File: src/rtl/prince_cms_pkg.sv
// Shared constants and types for the PRINCE CMS masked datapath.
// Widths of the nibble/state and the share counts on each side of compression.
package prince_cms_pkg;

  localparam int NIBBLE_W       = 4;
  localparam int STATE_W        = 64;
  localparam int NUM_EXP_SHARES = 4;
  localparam int NUM_CMP_SHARES = 2;

  typedef logic [STATE_W-1:0] share_t;

endpackage

File: src/rtl/share_refresh_reg.sv
// One refresh register bank: XOR a share with its mask and hold the result.
// Loads only on enable so the stored masked share never toggles spuriously.
module share_refresh_reg #(
  parameter int W = 64
) (
  input  logic         clk,
  input  logic         rst_n,
  input  logic         en_i,
  input  logic [W-1:0] share_i,
  input  logic [W-1:0] mask_i,
  output logic [W-1:0] q_o
);

  logic [W-1:0] q_q;
  logic [W-1:0] q_d;

  assign q_d = share_i ^ mask_i;

  always_ff @(posedge clk or negedge rst_n) begin
    if (!rst_n) begin
      q_q <= '0;
    end else if (en_i) begin
      q_q <= q_d;
    end
  end

  assign q_o = q_q;

endmodule

File: src/rtl/prince_share_compress.sv
// Two-stage share compression: refresh 4 expanded shares with fresh masks,
// register, then fold pairs into 2 output shares. Valid/ready pipelined.
module prince_share_compress
  import prince_cms_pkg::*;
#(
  parameter  int NIBBLES = 16,
  localparam int W       = NIBBLE_W * NIBBLES
) (
  input  logic         clk,
  input  logic         rst_n,
  input  logic         in_valid,
  output logic         in_ready,
  input  logic [W-1:0] s0,
  input  logic [W-1:0] s1,
  input  logic [W-1:0] s2,
  input  logic [W-1:0] s3,
  input  logic [W-1:0] r0,
  input  logic [W-1:0] r1,
  output logic         out_valid,
  input  logic         out_ready,
  output logic [W-1:0] c0,
  output logic [W-1:0] c1
);

  logic         v1_q, v1_d;
  logic         v2_q, v2_d;
  logic         fire_in, adv1, adv2;
  logic [W-1:0] t0, t1, t2, t3;
  logic [W-1:0] c0_q, c0_d;
  logic [W-1:0] c1_q, c1_d;

  always_comb begin
    adv2     = v2_q & out_ready;
    adv1     = v1_q & (~v2_q | adv2);
    in_ready = ~v1_q | adv1;
    fire_in  = in_valid & in_ready;
    v1_d     = fire_in | (v1_q & ~adv1);
    v2_d     = adv1 | (v2_q & ~out_ready);
  end

  always_ff @(posedge clk or negedge rst_n) begin
    if (!rst_n) begin
      v1_q <= 1'b0;
      v2_q <= 1'b0;
    end else begin
      v1_q <= v1_d;
      v2_q <= v2_d;
    end
  end

  // Stage 1: each share is masked on its own; no share meets another share here.
  share_refresh_reg #(.W(W)) u_t0 (
    .clk(clk), .rst_n(rst_n), .en_i(fire_in), .share_i(s0), .mask_i(r0), .q_o(t0)
  );
  share_refresh_reg #(.W(W)) u_t1 (
    .clk(clk), .rst_n(rst_n), .en_i(fire_in), .share_i(s1), .mask_i(r1), .q_o(t1)
  );
  share_refresh_reg #(.W(W)) u_t2 (
    .clk(clk), .rst_n(rst_n), .en_i(fire_in), .share_i(s2), .mask_i(r0), .q_o(t2)
  );
  share_refresh_reg #(.W(W)) u_t3 (
    .clk(clk), .rst_n(rst_n), .en_i(fire_in), .share_i(s3), .mask_i(r1), .q_o(t3)
  );

  // Stage 2: combine only registered, masked values; r0/r1 cancel in c0^c1.
  always_comb begin
    c0_d = t0 ^ t1;
    c1_d = t2 ^ t3;
  end

  always_ff @(posedge clk or negedge rst_n) begin
    if (!rst_n) begin
      c0_q <= '0;
      c1_q <= '0;
    end else if (adv1) begin
      c0_q <= c0_d;
      c1_q <= c1_d;
    end
  end

  assign out_valid = v2_q;
  assign c0        = c0_q;
  assign c1        = c1_q;

endmodule

File: config.mk
export PLATFORM = sky130hd
export DESIGN_NAME = prince_share_compress
export DESIGN_NICKNAME = d
export VERILOG_FILES = /design/src/rtl/prince_cms_pkg.sv /design/src/rtl/share_refresh_reg.sv /design/src/rtl/prince_share_compress.sv
export SDC_FILE = /design/constraint.sdc
export NUM_CORES = 1
export LEC_CHECK = 0
export CORE_AREA = 2 2 202 204
export DETAILED_ROUTE_END_ITERATION = 8
export DIE_AREA = 0 0 204 206
export PLACE_DENSITY = 0.75
export SLEW_MARGIN = 20
export SYNTH_ARGS = -nofsm -noshare
export SYNTH_HDL_FRONTEND = slang
export SYNTH_HIERARCHICAL = 1
export SYNTH_SLANG_ARGS = --single-unit
File: constraint.sdc
create_clock -name clk -period 1.8 [get_ports clk]
set_input_delay 0.18 -clock clk [delete_from_list [all_inputs] [get_ports clk]]
set_output_delay 0.18 -clock clk [all_outputs]
set_load 0.03 [all_outputs]
==> results <==
==> power by group <==
part	leakage [nW]	switching [mW]	internal, mW
sequential	4.36	1.52	10.9
combinational	5.91	5.68	5.43
clock	0.590	3.24	4.54
total	10.9	10.4	20.9
==> per-layer routing <==
metal	vias up	GRT usage	wire length, µm	share of wire
li1	5962	-	-	-
met1	5985	0.269	18700	0.41
met2	452	0.367	22500	0.49
met3	70	0.0530	3520	0.077
met4	0	0.0668	1260	0.027
met5	-	0	0	0
==> cell type report <==
type | count | share of cell area
diodes | 2 | 0.000200
multi-input cells | 1030 | 0.302
flip-flops and latches | 386 | 0.386
well taps | 532 | 0.0266
repair buffers | 573 | 0.236
clock buffers | 57 | 0.0458
clock inverters | 6 | 0.00245
==> layout by cell type (no fill, tap or decap), drive strengths merged <==
master,n
a21oi,256
and2,1
buf,57
bufinv,1
clkbuf,57
clkdlybuf4s50,419
clkinv,4
clkinvlp,1
dfrtp,386
diode,2
dlygate4sd2,45
dlygate4sd3,1
dlymetal6s2s,51
mux2,128
nand2,1
nand2b,3
nand3b,1
nor2,256
xnor2,256
xor2,128
==> repair_timing <==
item / 4_1_cts / 5_1_grt
hold buffers: 1 / 0
pin swaps: 0 / 0
hold endpoints to repair: 106 / 0
resized for setup: 45 / 51
setup endpoints to repair: 45 / 51
==> registers in the layout, indices dropped and copies added, names as in the netlist <==
signal     flops
c0            64
c1            64
out_valid      1
u_t0/q_o      64
u_t1/q_o      64
u_t2/q_o      64
u_t3/q_o      64
v1_q           1
==> per-stage QoR <==
step	setup slack [ps]	instance area, µm²
floorplan	105	17900
finish	35.7	25000
global route	-8.12	25000
global placement	111	23700
CTS	0.831	24900
detailed placement	30.7	23700
==> cell families (layout without fill, tap and decap cells) <==
kind of cell,count (synthesis),count (layout),share of synthesized area
XOR/XNOR,384,384,0.188
buffers and inverters,70,636,0.0388
other,0,2,0
multiplexers,128,128,0.106
flip-flops,386,386,0.540
AO/OA/AOI/OAI,256,256,0.0716
AND/OR/NAND/NOR,262,262,0.0565
==> worst paths after layout <==
| kind | slack, ps | to | cells after the start | from |
|---|---|---|---|---|
| setup / recovery | 40 | c1[53] | 1 | c1[53] |
| hold / removal | 220 | c1[16] | 2 | rst_n |
| setup reg to reg | 200 | u_t1/q_o[29] | 6 | v1_q |
| hold reg to reg | 510 | c0[1] | 1 | c0[1] |
| max in group asynchronous | 820 | u_t0/q_o[11] | 3 | rst_n |
| min in group clk | 300 | u_t0/q_o[0] | 3 | s0[0] |
==> metrics.md <==
| Metric | Value |
|---|---|
| Final ANT Viol Nets | `0` |
| Area of the core | `0.0402 mm²` |
| Hold Vio Cnt, Final | `0` |
| Status | `finished clean` |
| Share of layout cells above drive strength 1 | `0.118` |
| Final setup viols | `0` |
| Antenna violations before repair | `2` |
| Syn Inst Count | `1486` |
| Synthesis-stage register bit count | `386` |
| Post-synth top area share | `0.540` |
| Minimum clock period | `1760 ps` |
| Post-Syn Area | `0.0179 mm²` |
| Yosys warnings | `6` |
| Ys flop type | `dfrtp_1` |
| Die Span Y | `206 µm` |
| Synth cell types | `16` |
| FP Rows | `74` |
| Worst path bufs/invs | `1` |
| FF/Latch Area | `0.00966 mm²` |
| Post-synth ARST share | `1.00` |
| Vias | `12500` |
| Worst EP required | `1620 ps` |
| Post-synth top cells | `386 x dfrtp_1, 256 x a21oi_1, 256 x nor2_1, 256 x xnor2_1, 128 x xor2_1` |
| Static Leakage | `10.9 nW` |
| Slew Limit Fails | `0` |
| Hpwl dp | `35100 µm` |
| Worst min-delay path class | `input pin to async pin` |
| Congestion Overflow GR | `0` |
| Die area | `0.0420 mm²` |
| Initial Util | `0.446` |
| WHS | `221 ps` |
| Die X | `204 µm` |
| Placer Congestion | `0.879` |
| Max_cap viols | `0` |
| Final period util | `0.980` |
| 1st-pass router iterations | `4` |
| Total chip power | `31.3 mW` |
| I/O pin count | `518` |
| Depth of the CTS H-tree | `2` |
| Number of post-CTS setup repair buffers | `0` |
| Area of the multi-input gates | `0.00756 mm²` |
| Count leader, synth | `dfrtp_1` |
| Vias in the first global route | `13000` |
| Insertion delay to the later sink of the worst-skew pair | `530 ps` |
| Fmax | `0.567 GHz` |
| Wire per inst | `17.8 µm` |
| Final core occ | `0.622` |
| Critical Path Source Type | `register` |
| Synth area leaders | `dfrtp_1 54%, xnor2_1 13%, mux2_4 10%, a21oi_1 7.2%, xor2_1 6.3%` |
| Clock buffer depth | `3` |
| PD cells | `1250 mW/mm²` |
| Crit. End Element | `output port` |
| Largest net degree at the start of global routing | `74` |
| Critical Path Max Stage Delay | `690 ps` |
| Max rail drop VDD | `0.614 mV` |
| Kind of critical path | `register to output port` |
| Layout area overhead | `39.7%` |
| Slew at the pin closest to its max-slew limit | `495 ps` |
| CTS clock-pin slew for the worst setup and hold paths | `60 ps` |
| Via density | `4.82` |
| Clock root cell | `clkbuf_16` |
| CTS buffer count | `41` |
| Syn_nets | `1874` |
| First-pass GRT wire length | `70000 µm` |
| Clk sink count | `386` |
| Setup TNS | `0 ps` |
| TritonCTS clock tree | `built` |
| Worst-path cell chain | `clkdlybuf4s50_1` |
| Cell taking the most area after synthesis | `dfrtp_1` |
| Detailed-route DRC error count | `0` |
| Mean area per synthesized cell | `12.0 µm²` |
| Number of fill cells | `3174` |
| Initial DRC count | `611` |
| Post-Place Cells | `2520` |
| Post-Route WL | `46000 µm` |
| Skew final | `6.10 ps` |
| Crit path max-delay family | `buffers and inverters` |
| Register area share after synthesis | `0.540` |
| Buffers on Ports | `517` |
| Slew headroom | `0.670` |
| Gr usage total | `0.215` |
| Worst Path Arrival | `1580 ps` |
| Final Non-Filler Cells | `2586` |
| Crit-path slowest cell | `clkdlybuf4s50_1` |
| Final net count | `2420` |
| Post-synth EDFFs | `0` |
| CP Max Fanout | `2` |
No activity file was read; power rests on OpenSTA's default activity.
